$ cat src/rtl/mux_nx1_stream.sv
// ---------------------------------------------------------------------------
// mux_nx1_stream
//   N-to-1 stream multiplexer with valid/ready handshaking and a single
//   registered output stage. Sits between several producer channels and one
//   shared consumer.
//   mode=0 routes the channel chosen by sel. mode=1 grants channels in
//   round-robin order, starting the search at the channel after the last one
//   served.
//
// Ports
//   clk        rising-edge clock
//   rst_n      asynchronous active-low reset
//   mode       0 = fixed select, 1 = round-robin
//   sel        channel index used in fixed mode
//   in_data    channel k word at [k*WIDTH +: WIDTH]
//   in_valid   per-channel valid
//   in_ready   per-channel ready (combinational, one-hot or zero)
//   out_data   registered output word
//   out_ch     registered index of the channel that produced out_data
//   out_valid  out_data/out_ch hold a word
//   out_ready  downstream accepts the word
// ---------------------------------------------------------------------------
module mux_nx1_stream #(
  parameter int WIDTH    = 8,
  parameter int CHANNELS = 8,
  parameter int SEL_W    = $clog2(CHANNELS)
) (
  input  logic                      clk,
  input  logic                      rst_n,
  input  logic                      mode,
  input  logic [SEL_W-1:0]          sel,
  input  logic [CHANNELS*WIDTH-1:0] in_data,
  input  logic [CHANNELS-1:0]       in_valid,
  output logic [CHANNELS-1:0]       in_ready,
  output logic [WIDTH-1:0]          out_data,
  output logic [SEL_W-1:0]          out_ch,
  output logic                      out_valid,
  input  logic                      out_ready
);

  localparam logic [SEL_W:0]   CH_CNT  = (SEL_W+1)'(CHANNELS);
  localparam logic [SEL_W-1:0] CH_LAST = SEL_W'(CHANNELS-1);

  logic [SEL_W-1:0]    r_ptr;
  logic [WIDTH-1:0]    r_data;
  logic [SEL_W-1:0]    r_ch;
  logic                r_valid;

  logic                w_load_en;
  logic                w_rr_found;
  logic [SEL_W-1:0]    w_rr_idx;
  logic                w_gnt_vld;
  logic [SEL_W-1:0]    w_gnt;
  logic [CHANNELS-1:0] w_gnt_oh;
  logic                w_xfer;
  logic [WIDTH-1:0]    w_data;
  logic [SEL_W-1:0]    w_ptr_next;

  // Single output stage: it can take a new word whenever it is empty or its
  // current word leaves in this same cycle.
  assign w_load_en = !r_valid || out_ready;

  // Round-robin search: visit ptr, ptr+1, ... modulo CHANNELS and take the
  // first requester. The sum is one bit wider so the modulo reduction is a
  // single conditional subtract, which also covers non-power-of-2 counts.
  always_comb begin : rr_scan
    logic [SEL_W:0] cand;
    w_rr_found = 1'b0;
    w_rr_idx   = '0;
    cand       = '0;
    for (int i = 0; i < CHANNELS; i++) begin
      cand = {1'b0, r_ptr} + (SEL_W+1)'(i);
      if (cand >= CH_CNT) begin
        cand = cand - CH_CNT;
      end
      if (!w_rr_found && in_valid[cand[SEL_W-1:0]]) begin
        w_rr_found = 1'b1;
        w_rr_idx   = cand[SEL_W-1:0];
      end
    end
  end

  // Fixed mode grants sel regardless of its valid, so in_ready does not
  // depend on in_valid there; an out-of-range sel grants nothing.
  always_comb begin
    if (mode) begin
      w_gnt_vld = w_rr_found;
      w_gnt     = w_rr_idx;
    end else begin
      w_gnt_vld = ({1'b0, sel} < CH_CNT);
      w_gnt     = sel;
    end
  end

  genvar gi;
  generate
    for (gi = 0; gi < CHANNELS; gi++) begin : g_ready
      assign w_gnt_oh[gi] = w_gnt_vld && (w_gnt == SEL_W'(gi));
      // rst_n gating keeps every ready low while the block is held in reset.
      assign in_ready[gi] = w_gnt_oh[gi] && w_load_en && rst_n;
    end
  endgenerate

  assign w_xfer = (|(w_gnt_oh & in_valid)) && w_load_en;

  // AND-OR selection: non-granted channels are masked to zero before the OR,
  // so unknown data on idle channels cannot reach the output register.
  always_comb begin
    w_data = '0;
    for (int k = 0; k < CHANNELS; k++) begin
      w_data = w_data | ({WIDTH{w_gnt_oh[k]}} & in_data[k*WIDTH +: WIDTH]);
    end
  end

  assign w_ptr_next = (w_gnt == CH_LAST) ? '0 : w_gnt + 1'b1;

  always_ff @(posedge clk or negedge rst_n) begin
    if (!rst_n) begin
      r_ptr   <= '0;
      r_data  <= '0;
      r_ch    <= '0;
      r_valid <= 1'b0;
    end else begin
      if (w_xfer) begin
        // Also covers drain-and-refill in one cycle: the new word simply
        // overwrites the departing one, no bubble.
        r_data  <= w_data;
        r_ch    <= w_gnt;
        r_valid <= 1'b1;
        if (mode) begin
          r_ptr <= w_ptr_next;
        end
      end else if (out_ready) begin
        // Drain: data and channel keep their last values.
        r_valid <= 1'b0;
      end
    end
  end

  assign out_data  = r_data;
  assign out_ch    = r_ch;
  assign out_valid = r_valid;

endmodule

$ cat config.mk
export PLATFORM = sky130hd
export DESIGN_NAME = mux_nx1_stream
export DESIGN_NICKNAME = d
export VERILOG_FILES = /design/src/rtl/mux_nx1_stream.sv
export SDC_FILE = /design/constraint.sdc
export NUM_CORES = 1
export LEC_CHECK = 0
export ABC_CLOCK_PERIOD_IN_PS = 13200
export BUFFER_PORTS_ARGS = -buffer_cell sky130_fd_sc_hd__buf_2
export CORE_MARGIN = 3
export CORE_UTILIZATION = 25
export CTS_CLUSTER_DIAMETER = 100
export DETAILED_ROUTE_END_ITERATION = 10
export SLEW_MARGIN = 25
export SYNTH_ARGS = -nofsm -noshare
export SYNTH_HDL_FRONTEND = slang
export SYNTH_SLANG_ARGS = --single-unit
$ cat constraint.sdc
create_clock -name clk -period 13.2 [get_ports clk]
set_input_delay 1.98 -clock clk [delete_from_list [all_inputs] [get_ports clk]]
set_output_delay 1.98 -clock clk [all_outputs]
set_load 0.1 [all_outputs]
* After elaboration in Yosys (flattened, before gate mapping)
Index checks and enable logic that the tools add are counted.
** Storage, ports and cells
- Output and inout port bits :: 20
- Word-level logic and storage cells :: 149
- Register bits :: 15
** Operators by class
- Eq/ne operators :: 7
- Multiplexer cells :: 45
- $lt $le $gt $ge :: 16
- Reduce and logical (&&, ||, !) cells :: 45
- Add/sub/neg operators :: 16
- Bitwise operators :: 16
** Operators by type and width (number)
- $and 8x8->8 :: 9
- $or 8x8->8 :: 7
- $mux 3 :: 18
- $logic_and 1x1->1 :: 32
- $lt 3x4->1 const B :: 8
- $ge 4x4->1 const B :: 7
- $bmux 1 s3 :: 8
- $sub 3x1->3 const B :: 8
- $mux 1 :: 19
- $add 3x3->4 const B :: 4
- $eq 3x3->1 const B :: 4
- $add 3x2->4 const B :: 2
- $logic_not 1->1 :: 8
- $reduce_or 8->1 :: 1
- $eq 3x2->1 const B :: 2
- $add 3x1->4 const B :: 1
- $ge 3x4->1 const B :: 1
- $add 3x1->3 const B :: 1
- $eq 3x1->1 const B :: 1
- $logic_not 3->1 :: 1
- $reduce_and 2->1 :: 1
- $reduce_bool 2->1 :: 1
- $logic_or 1x1->1 :: 1

* Logic depth before layout (Yosys ltp)
- Word-level depth :: 37
- Mapped depth :: 23
- Gate-level depth less buffers :: 19

* Least setup slack after synthesis
No wires, ideal clock.
- Path type :: input port to output port
- From :: in in_valid[7]
- To :: out in_ready[3]
- Stages on the path :: 12
- Path buffers :: 1
- Slack :: 5134 ps
- Data required time :: 11220 ps
- Arrival time :: 6086 ps
- Cells stage by stage :: mux4_2 > mux2_2 > or3_1 > a2111oi_0 > nor3_1 > a31oi_1 > mux2_2 > ha_1 > ha_1 > and2_1 > clkbuf_1 > nor2b_1
** On the way
- Cells in the longest elaborated chain, start to end :: 29
** RTL lines
- from (decl) :: line 33 : input logic [CHANNELS-1:0] in_valid,
- $bmux 1 s3 :: line 76 : if (!w_rr_found && in_valid[cand[SEL_W-1:0]]) begin
- $mux 1 (not written as such) :: line 76
- $mux 1 :: line 76
- $logic_not 1->1 :: line 76
- $logic_and 1x1->1 :: line 76
- $mux 1 :: line 76
- $logic_not 1->1 :: line 76
- $logic_and 1x1->1 :: line 76
- [13 not listed]
- $logic_not 1->1 :: line 76
- $logic_and 1x1->1 :: line 76
- $mux 3 * :: line 76
- $mux 3 * :: line 86 : if (mode) begin
- named net w_gnt[0] :: line 53 : logic [SEL_W-1:0] w_gnt;
- $eq 3x2->1 * :: line 98 : assign w_gnt_oh[gi] = w_gnt_vld && (w_gnt == SEL_W'(gi));
- $logic_and 1x1->1 * :: line 98
- $logic_and 1x1->1 * (2 in series) :: line 100 : assign in_ready[gi] = w_gnt_oh[gi] && w_load_en && rst_n;
- to (decl) :: line 34 : output logic [CHANNELS-1:0] in_ready,
The timed path passes the listed nets; every way through them passes the cells marked *. The select of a mux whose other input is x is not followed.

* Worst setup path in the final report
- From :: reg r_ptr[0]
- To :: out in_ready[1]
** On the way
- Cells in the longest elaborated chain, start to end :: 31
** RTL lines
- from (decl) :: line 44 : logic [SEL_W-1:0] r_ptr;
- from (signal assigned) :: line 131 : r_ptr <= w_ptr_next;
- parallel branches: the longest is 25 deep, another holds $add 3x1->4
- $mux 3 * :: line 76
- $mux 3 * :: line 86
- named net w_gnt[0] :: line 53
- $eq 3x1->1 * :: line 98
- $logic_and 1x1->1 * :: line 98
- $logic_and 1x1->1 * (2 in series) :: line 100
Mark *: on every way through the listed nets, which the timed path passes. The select of a mux whose other input is x is not followed.

==> flow_metrics.env <==
export IMPL_status="finished, final reports clean"
export IMPL_drt_iter0_markers=117
export IMPL_gp_congestion=0.8572
export IMPL_avgSynthCellArea_sq_um=9.448
export IMPL_vias=2316
export IMPL_grt_start_max_net_pins=23
export IMPL_layout_common_cells="buf_2 (98), mux2i_1 (19), a21oi_1 (19)"
export IMPL_critical_path_endpoint_type="primary output"
export IMPL_multiInputGateArea_sq_um=1623
export IMPL_wl_mm=7.161
export IMPL_hold_viol=0
export IMPL_coreArea_sq_um=8217
export IMPL_die_w_microns=98.21
export IMPL_yosysWarningCount=0
export IMPL_ios=99
export IMPL_grt_overflow_total=0
export IMPL_fin_nets=398
export IMPL_rsz0062_at_grt="no"
export IMPL_tightest_slew_ns=0.8357
export IMPL_grt_pass1_wl_mm=11.12
export IMPL_slew_headroom_pct=44.13
export IMPL_yosysSeqAreaShare_pct=17.66
export IMPL_maxSlewViolCount=0
export IMPL_cts_path_max_buffers=2
export IMPL_cp_arrival_ns=5.83
export IMPL_setup_viol=0
export IMPL_netlist_instances=225
export IMPL_post_route_period_util_pct=59.13
export IMPL_syn_area_sq_um=2126
export IMPL_crit_path_start_kind="flop"
export IMPL_timing_fmax_ghz=0.1281
export IMPL_cts_sinks=15
export IMPL_hold_ws_ns=0.5130
export IMPL_synth_distinct_cells=43
export IMPL_track_usage_pct=14.12
export IMPL_clk_pin_slew_ns=0.06
export IMPL_row_count=33
export IMPL_antenna_found_initial=0
export IMPL_postCtsSetupBuffers=0
export IMPL_holdCritPathClass="flop to flop"
export IMPL_via_per_inst=5.581
export IMPL_final_common_cell="buf_2"
export IMPL_syn2layout_area_growth_pct=27.19
export IMPL_fin_tns_setup_ns=0
export IMPL_grt_pass1_vias=2201
export IMPL_port_buffers=98
export IMPL_fillerInstances=851
export IMPL_antenna_left=0
export IMPL_cts_root_buffer="clkbuf_8"
export IMPL_ctsHoldBuffers=0
export IMPL_crit_start="r_ptr[0]$_DFFE_PN0P_"
export IMPL_cts_inserted_buffers=3
export IMPL_maxCapViolations=0
export IMPL_crit_fanout=19
export IMPL_initial_core_util_pct=25.87
export IMPL_clk_latency_ns=0.24
export IMPL_die_h_microns=98.21
export IMPL_drive_gt1_share_pct=43.23
export IMPL_worstReg2RegStart="r_ptr[0]$_DFFE_PN0P_"
export IMPL_finalCriticalPeriod_ns=7.805
export IMPL_htree_levels=1
export IMPL_dr_pass1_iters=5
export IMPL_hp_start="out_ch[1]$_DFFE_PN0P_"
export IMPL_place_hpwl_mm=5.735
export IMPL_synth_seq_cells=15
export IMPL_critical_path_class="flop to primary output"
export IMPL_n_antenna_cell=0
export IMPL_skew_ns=0.001790
export IMPL_syn_num_nets=312
export IMPL_wl_per_cell_microns=17.26
export IMPL_drc=0
export IMPL_die_area_sq_um=9645
export IMPL_cts_repair_resized=0
export IMPL_cts_tree="built"
export IMPL_seqCellArea_sq_um=375.4
export IMPL_cp_required_ns=11.22
[routing by layer]
layer / GRT usage [%] / wire, microns / part of all wire, %
met1: 18.15 / 3067 / 43
met2: 24.08 / 3389 / 47
met3: 2.429 / 531 / 7.4
met4: 4.517 / 172 / 2.4
met5: 0 / 0 / 0
[cell usage after synthesis]
library cell | number | area share (%)
a2111oi_0 | 1 | 0.41
and3_4 | 1 | 0.53
or3_1 | 3 | 0.88
nand3b_4 | 1 | 0.94
mux4_2 | 11 | 12
a211oi_1 | 1 | 0.35
a222oi_1 | 2 | 0.94
nand3b_1 | 1 | 0.35
ha_1 | 8 | 4.7
a21oi_1 | 19 | 4.5
clkbuf_1 | 13 | 2.3
nor2_1 | 11 | 1.9
a2bb2oi_1 | 1 | 0.41
a21o_2 | 1 | 0.41
a221oi_1 | 1 | 0.41
and4_1 | 1 | 0.41
xnor2_1 | 1 | 0.41
xor2_1 | 2 | 0.82
and4b_1 | 1 | 0.47
inv_1 | 8 | 1.4
o31ai_1 | 1 | 0.35
a221o_1 | 9 | 4.2
a32o_1 | 16 | 7.5
a311o_1 | 1 | 0.47
nor3_1 | 3 | 0.71
o21ai_0 | 5 | 1.2
nand2b_1 | 6 | 1.8
buf_6 | 3 | 1.6
a31oi_1 | 4 | 1.2
o22ai_1 | 3 | 0.88
a211oi_2 | 1 | 0.59
mux2_2 | 6 | 3.2
and2_1 | 3 | 0.88
nand2_1 | 16 | 2.8
nor2b_1 | 4 | 1.2
mux2i_1 | 19 | 8.9
nand3_1 | 7 | 1.6
buf_4 | 2 | 0.71
a22oi_1 | 1 | 0.35
o22a_1 | 1 | 0.41
dfrtp_1 | 15 | 18
mux2_4 | 10 | 7.1
and3b_1 | 1 | 0.41
[through the flow]
| step | instance area [sq um] | std cells | worst slack, ns | util, % |
|---|---|---|---|---|
| 2_1_floorplan | 2126 | 225 | 5.134 | - |
| 3_3_place_gp | 2658 | 411 | 5.451 | 32.34 |
| 3_5_place_dp | 2658 | 411 | 5.395 | 32.34 |
| 4_1_cts | 2704 | 415 | 5.322 | 32.91 |
| 5_1_grt | 2704 | 415 | 4.862 | 32.91 |
| 6_report | 2704 | 415 | 5.395 | 32.91 |
[cells by family after synthesis]
family	Yosys count	synth area share, %
mux	46	30.84
simple gates	59	14.95
buf+inv	26	6.003
fa+ha+maj	8	4.709
compound gates	68	24.60
xor+xnor	3	1.236
flops	15	17.66
[registers in the layout, indices dropped and copies added, names as in the netlist]
register   flops
out_valid      1
r_ptr          3
out_ch         3
out_data       8
[worst paths after layout]
check | slack, ns | cells after the start | end
worst min-delay path | 0.51 | 1 | out_ch[1]$_DFFE_PN0P_
worst max-delay path | 5.39 | 13 | in_ready[1]
worst min register to register | 0.51 | 1 | out_ch[1]$_DFFE_PN0P_
max in group asynchronous | 11.28 | 1 | out_valid$_DFFE_PN0P_
worst max register to register | 7.03 | 15 | out_data[0]$_DFFE_PN0P_
min in group asynchronous | 1.65 | 1 | out_ch[0]$_DFFE_PN0P_
[final cells by class]
cell class	instances	area share (%)
multi-input cells	184	60.02
repair buffers	99	18.42
flip-flops and latches	15	13.88
well taps	105	4.859
clock buffers	3	1.527
inverters	8	1.111
clock inverters	1	0.1851
[worst max-delay path, stage by stage (launching register included)]
cell and delay [ns]:
dfrtp_1 0.74, inv_1 0.27, ha_1 0.78, mux4_2 0.57, mux2_2 0.32, or3_1 0.34
a2111oi_0 0.60, nor3_1 0.13, a31oi_1 0.21, mux2_2 0.23, ha_1 0.64, nand2_1 0.17
nor2_1 0.13, buf_2 0.43
Power is not shown: default switching activity piles up to over one toggle a cycle in this logic, so the estimate is an artifact.
